$ cat src/rtl/ex_mem_reg.sv
`default_nettype none
// ============================================================================
//  Module      : ex_mem_reg
//  Description : EX/MEM pipeline register. Captures the execute-stage results
//                and MEM/WB control bits, resolves branches into a single
//                PC-redirect pulse and runs a kill counter that squashes
//                wrong-path work upstream.
//                Optional build macro: MISALIGN_CHECK_EN (flags and suppresses
//                misaligned memory accesses).
//  Revision    : 1.0 - initial release
// ============================================================================
module ex_mem_reg #(
    parameter int DATA_W       = 32,
    parameter int REGADDR_W    = 32,
    parameter int FLUSH_CYCLES = 3
) (
    input  logic                 clk,
    input  logic                 rst,
    input  logic                 stall,
    input  logic                 flush,
    input  logic                 in_valid,
    input  logic [DATA_W-1:0]    alu_res,
    input  logic                 zero_flag,
    input  logic [DATA_W-1:0]    branch_target,
    input  logic [REGADDR_W-1:0] wr_reg,
    input  logic [DATA_W-1:0]    store_data,
    input  logic                 ctl_regwrite,
    input  logic                 ctl_memread,
    input  logic                 ctl_memwrite,
    input  logic                 ctl_memtoreg,
    input  logic                 ctl_branch,
    output logic [DATA_W-1:0]    q_alu_res,
    output logic [DATA_W-1:0]    q_store_data,
    output logic [REGADDR_W-1:0] q_wr_reg,
    output logic                 q_regwrite,
    output logic                 q_memread,
    output logic                 q_memwrite,
    output logic                 q_memtoreg,
    output logic                 out_valid,
    output logic                 pc_src,
    output logic [DATA_W-1:0]    pc_target,
    output logic                 kill_upstream,
    output logic                 misalign_err
);

    // Kill FSM encoding and counter sizing (FLUSH_CYCLES is at most 15).
    localparam int              c_CNT_W     = 4;
    localparam logic [0:0]      c_S_IDLE    = 1'b0;
    localparam logic [0:0]      c_S_KILL    = 1'b1;
    localparam logic [c_CNT_W-1:0] c_KILL_INIT = c_CNT_W'(FLUSH_CYCLES - 1);
    // A single-cycle flush is just the taken pulse; the KILL state is never used.
    localparam logic            c_HAS_KILL  = (FLUSH_CYCLES > 1);

    logic [DATA_W-1:0]    r_alu_res;
    logic [DATA_W-1:0]    r_store_data;
    logic [DATA_W-1:0]    r_branch_target;
    logic [REGADDR_W-1:0] r_wr_reg;
    logic                 r_zero;
    logic                 r_regwrite;
    logic                 r_memread;
    logic                 r_memwrite;
    logic                 r_memtoreg;
    logic                 r_branch;
    logic                 r_valid;
    logic                 r_consumed;

    logic [0:0]           r_state;
    logic [0:0]           w_state_nxt;
    logic [c_CNT_W-1:0]   r_cnt;
    logic [c_CNT_W-1:0]   w_cnt_nxt;

    logic                 w_taken;
    logic                 w_in_kill;
    logic                 w_bubble;
    logic                 w_mis;

    // consumed blocks a second redirect while a stalled branch is held.
    assign w_taken   = r_valid & r_branch & r_zero & ~r_consumed;
    assign w_in_kill = (r_state == c_S_KILL);
    assign w_bubble  = flush | ~in_valid | w_in_kill;

`ifdef MISALIGN_CHECK_EN
    logic r_misalign;

    assign w_mis = (ctl_memread | ctl_memwrite) & (alu_res[1:0] != 2'b00);

    // Misalignment flag follows the entry: set on load, cleared by bubbles, held on stall.
    always_ff @(posedge clk) begin
        if (rst || w_bubble) begin
            r_misalign <= 1'b0;
        end else if (!stall) begin
            r_misalign <= w_mis;
        end
    end

    assign misalign_err = r_misalign;
`else
    assign w_mis        = 1'b0;
    assign misalign_err = 1'b0;
`endif

    // Pipeline entry: bubble beats stall, stall holds, otherwise capture EX.
    always_ff @(posedge clk) begin
        if (rst || w_bubble) begin
            r_alu_res       <= '0;
            r_store_data    <= '0;
            r_branch_target <= '0;
            r_wr_reg        <= '0;
            r_zero          <= 1'b0;
            r_regwrite      <= 1'b0;
            r_memread       <= 1'b0;
            r_memwrite      <= 1'b0;
            r_memtoreg      <= 1'b0;
            r_branch        <= 1'b0;
            r_valid         <= 1'b0;
            r_consumed      <= 1'b0;
        end else if (stall) begin
            r_consumed      <= r_consumed | w_taken;
        end else begin
            r_alu_res       <= alu_res;
            r_store_data    <= store_data;
            r_branch_target <= branch_target;
            r_wr_reg        <= wr_reg;
            r_zero          <= zero_flag;
            r_regwrite      <= ctl_regwrite & ~w_mis;
            r_memread       <= ctl_memread  & ~w_mis;
            r_memwrite      <= ctl_memwrite & ~w_mis;
            r_memtoreg      <= ctl_memtoreg;
            r_branch        <= ctl_branch;
            r_valid         <= 1'b1;
            r_consumed      <= 1'b0;
        end
    end

    // Kill FSM state register; counts independently of stall.
    always_ff @(posedge clk) begin
        if (rst) begin
            r_state <= c_S_IDLE;
            r_cnt   <= '0;
        end else begin
            r_state <= w_state_nxt;
            r_cnt   <= w_cnt_nxt;
        end
    end

    // Kill FSM next state: cnt holds the number of KILL cycles still to run.
    always_comb begin
        w_state_nxt = r_state;
        w_cnt_nxt   = r_cnt;
        case (r_state)
            c_S_IDLE: begin
                if (w_taken && c_HAS_KILL) begin
                    w_state_nxt = c_S_KILL;
                    w_cnt_nxt   = c_KILL_INIT;
                end
            end
            default: begin
                if (r_cnt <= c_CNT_W'(1)) begin
                    w_state_nxt = c_S_IDLE;
                    w_cnt_nxt   = '0;
                end else begin
                    w_cnt_nxt   = r_cnt - c_CNT_W'(1);
                end
            end
        endcase
    end

    assign q_alu_res     = r_alu_res;
    assign q_store_data  = r_store_data;
    assign q_wr_reg      = r_wr_reg;
    assign q_regwrite    = r_regwrite & r_valid;
    assign q_memread     = r_memread  & r_valid;
    assign q_memwrite    = r_memwrite & r_valid;
    assign q_memtoreg    = r_memtoreg & r_valid;
    assign out_valid     = r_valid;
    assign pc_src        = w_taken;
    assign pc_target     = r_branch_target;
    assign kill_upstream = w_taken | w_in_kill;

endmodule
`default_nettype wire
$ cat config.mk
export PLATFORM = sky130hd
export DESIGN_NAME = ex_mem_reg
export DESIGN_NICKNAME = d
export VERILOG_FILES = /design/src/rtl/ex_mem_reg.sv
export SDC_FILE = /design/constraint.sdc
export NUM_CORES = 1
export LEC_CHECK = 0
export CAP_MARGIN = 40
export CELL_PAD_IN_SITES_DETAIL_PLACEMENT = 1
export CELL_PAD_IN_SITES_GLOBAL_PLACEMENT = 2
export CORE_UTILIZATION = 20
export CTS_BUF_LIST = sky130_fd_sc_hd__clkbuf_16
export CTS_CLUSTER_DIAMETER = 50
export CTS_CLUSTER_SIZE = 10
export DETAILED_ROUTE_END_ITERATION = 12
export PLACE_DENSITY_LB_ADDON = 0.1
export SLEW_MARGIN = 20
export SYNTH_ARGS = -nofsm -noshare
export SYNTH_HDL_FRONTEND = slang
export SYNTH_SLANG_ARGS = --single-unit
$ cat constraint.sdc
create_clock -name clk -period 1.42 [get_ports clk]
set_input_delay 0.284 -clock clk [delete_from_list [all_inputs] [get_ports clk]]
set_output_delay 0.284 -clock clk [all_outputs]
set_load 0.1 [all_outputs]
==> impl_metrics.toml <==
[outcome]
status = "complete, but fails checks"
violations = "negative setup slack"

[die]
dieHeight_um = 161
row_count = 57
die_w_um = 161
die_area_mm2 = 0.0261
initial_core_util_pct = 20.7
coreArea_mm2 = 0.0246
io_pins = 275

[detailed_routing]
routed_wl_mm = 19.2
first_pass_iters = 4
drt_iter0_markers = 127
viasPerCell = 4.10
vias = 4501
wl_per_cell_um = 17.4
drc_errors = 0
antenna_left = 0

[synthesis]
ys_ff_latch = 141
ys_types = 29
yosysSeqAreaShare_pct = 55.5
syn_area_mm2 = 0.00509
yosys_warnings = 0
synth_nets = 619
syn_area_per_cell_um2 = 10.6
syn_inst = 478

[power]
p_leak_nw = 4.36
swShare_pct = 26.7
netSwitchingPower_mw = 2.71
p_int_mw = 7.44
total_power_mw = 10.1
ir_worst_vdd_mv = 0.645
p_clk_share_pct = 42.8
power.density_mw_per_mm2 = 968
sequentialPowerShare_pct = 40.4
pwr-share-comb_pct = 16.8

[placed_design]
portBuffers = 273
gp_congestion = 0.699
dpl.hpwl_mm = 13.2
dp_slack_ps = -398

[cts]
clk_latency_ps = 410
max-clock-path-buffers = 2
ctsRootBufferMaster = "clkbuf_16"
cts_sinks = 141
cts_tree = "yes"
h-tree-depth = 4
numCtsBuffers = 17
path_clk_slew_ps = 60

[timing]
grt_setup_unrepaired = "true"
setup_viol = 9
max_freq_mhz = 599
finalMaxSlewViolations = 0
setup_tns_ps = -1280
fin_crit_sh_pct = 118
post-route-min-period_ps = 1670
setup_ws_ps = -249
fin_skew_ps = 7.64
final_hold_viol_count = 0
fin_hold_ws_ps = 289

[hold_path]
hp-class = "in -> reg"

[final_layout]
fin_util_pct = 42.6
area_growth_pct = 106
layout.nets = 903
antenna_cells = 0
drive_gt1_share_pct = 28.0

[worst_setup_path]
cp_max_fo = 3
critPathKind = "reg -> out"
cp.required_ps = 1140
cp-start-kind = "flip-flop"
crit_path_max_incr_delay_ps = 340
r2r_slack_ps = -10
worst-path-buf-inv = 2
crit_arrival_ps = 1390
cp_cell_sequence = "and4b_4 > nor2_4 > clkinvlp_4 > buf_12"
worst_path_max_delay_cell = "dfxtp_4"
worst_setup_path_end_kind = "output pin"
crit_family = "flip-flops"

[global_route]
grt_pass1_vias = 4672
antenna_found_initial = 0
grt_max_degree = 68
grt_use_total_pct = 13.4
gr-total-overflow = 0
grt_pass1_wl_mm = 26.5

[job]
maxCapViolations = 0
## routing by layer
| layer | global-route usage [%] | wire, um | up-vias |
|---|---|---|---|
| met4 | 4.12 | 145 | 0 |
| met5 | 0 | 0 | - |
| met3 | 3.57 | 944 | 11 |
| met1 | 14.5 | 7850 | 2181 |
| li1 | - | - | 2169 |
| met2 | 25.2 | 10200 | 140 |
## metrics by stage
| step | cell area (um^2) | std cells |
|---|---|---|
| after floorplan | 5120 | 478 |
| after global placement | 9600 | 1053 |
| after detailed placement | 9600 | 1053 |
| after CTS | 10200 | 1089 |
| after global routing | 10500 | 1099 |
| final | 10500 | 1099 |
## layout by cell type, fill, tap and decap left out, types with 3 or more instances in the layout
cell and count:
and2_4 4, buf_12 140, buf_4 10, buf_6 3, clkbuf_16 23, clkdlybuf4s50_1 134, clkinvlp_4 4, dfxtp_1 137
dfxtp_2 3, dlymetal6s2s_1 3, inv_1 6, inv_6 4, mux2i_1 134, nor2_1 127, nor2_2 7
## final cells by class
class                      count  area, um^2
inverter                       5        22.5
clock inverter                15         145
sequential                   141        2830
clock buffer                  17         425
multi-input combinational    299        2150
fill                        2573       14100
tap                          324         405
timing repair buffer         298        4500
## cell families (layout without fill, tap and decap cells)
kind of cell | count (synthesis) | count (layout) | synth area share (%)
buffers and inverters | 39 | 335 | 3.86
DFF | 141 | 141 | 55.5
muxes | 134 | 134 | 26.4
AOI/OAI and AO/OA | 11 | 11 | 1.70
adders and majority gates | 2 | 2 | 0.492
and+or+nand+nor | 150 | 151 | 12.0
other | 1 | 1 | 0.0737
## path summary, 6_finish.rpt
path / cells after the start / start / endpoint
setup reg to reg: 3 / r_state$_SDFF_PP0_ / q_alu_res[6]$_SDFFE_PP0N_
hold / removal: 3 / stall / q_wr_reg[2]$_SDFFE_PP0N_
hold reg to reg: 2 / r_memwrite$_SDFFE_PP0N_ / r_memwrite$_SDFFE_PP0N_
setup / recovery: 4 / out_valid$_SDFFE_PP0N_ / kill_upstream
## cells in the mapped netlist
| cell | n | area (um^2) |
|---|---|---|
| a211o_1 | 1 | 8.76 |
| a211oi_1 | 1 | 7.51 |
| a21oi_1 | 1 | 5.00 |
| a221oi_1 | 1 | 8.76 |
| a31oi_1 | 2 | 12.5 |
| and2_1 | 4 | 25.0 |
| and4b_1 | 1 | 10.0 |
| buf_1 | 19 | 71.3 |
| buf_2 | 7 | 35.0 |
| buf_4 | 1 | 7.51 |
| buf_6 | 5 | 56.3 |
| clkbuf_1 | 2 | 7.51 |
| conb_1 | 1 | 3.75 |
| dfxtp_1 | 141 | 2820 |
| ha_1 | 2 | 25.0 |
| inv_1 | 5 | 18.8 |
| mux2i_1 | 134 | 1340 |
| nand3b_1 | 1 | 7.51 |
| nand4b_1 | 1 | 8.76 |
| nor2_1 | 136 | 510 |
| nor2b_1 | 1 | 6.26 |
| nor3_1 | 2 | 10.0 |
| nor3b_1 | 1 | 7.51 |
| nor4_1 | 1 | 6.26 |
| o311a_1 | 2 | 20.0 |
| o311ai_0 | 1 | 8.76 |
| o31ai_1 | 2 | 15.0 |
| or3b_2 | 1 | 8.76 |
| or4b_1 | 1 | 10.0 |
## power groups by stage
stage / Combinational [mW] / Sequential [mW] / Clock (mW)
global placement: 1.63 / 4.19 / 0
global route: 1.78 / 4.11 / 4.68
floorplan: 0.382 / 4.64 / 0
CTS: 1.66 / 4.10 / 4.54
detailed placement: 1.65 / 4.19 / 0
finish: 1.70 / 4.10 / 4.34
## timing repair
action | CTS | global route
hold buffers | 0 | 0
gates resized for setup | 1 | 29
setup endpoints to repair | 6 | 20
buffers inserted | 4 | 3
pin swaps | 2 | 11
cloned | 0 | 7
## worst register-to-register path: cells and delay by family (launching register included)
kind,cells,cell delay [ps]
AND/OR/NAND/NOR,2,750
flip-flops,1,340
buffers and inverters,1,280
Power figures use the tool's default switching activity.
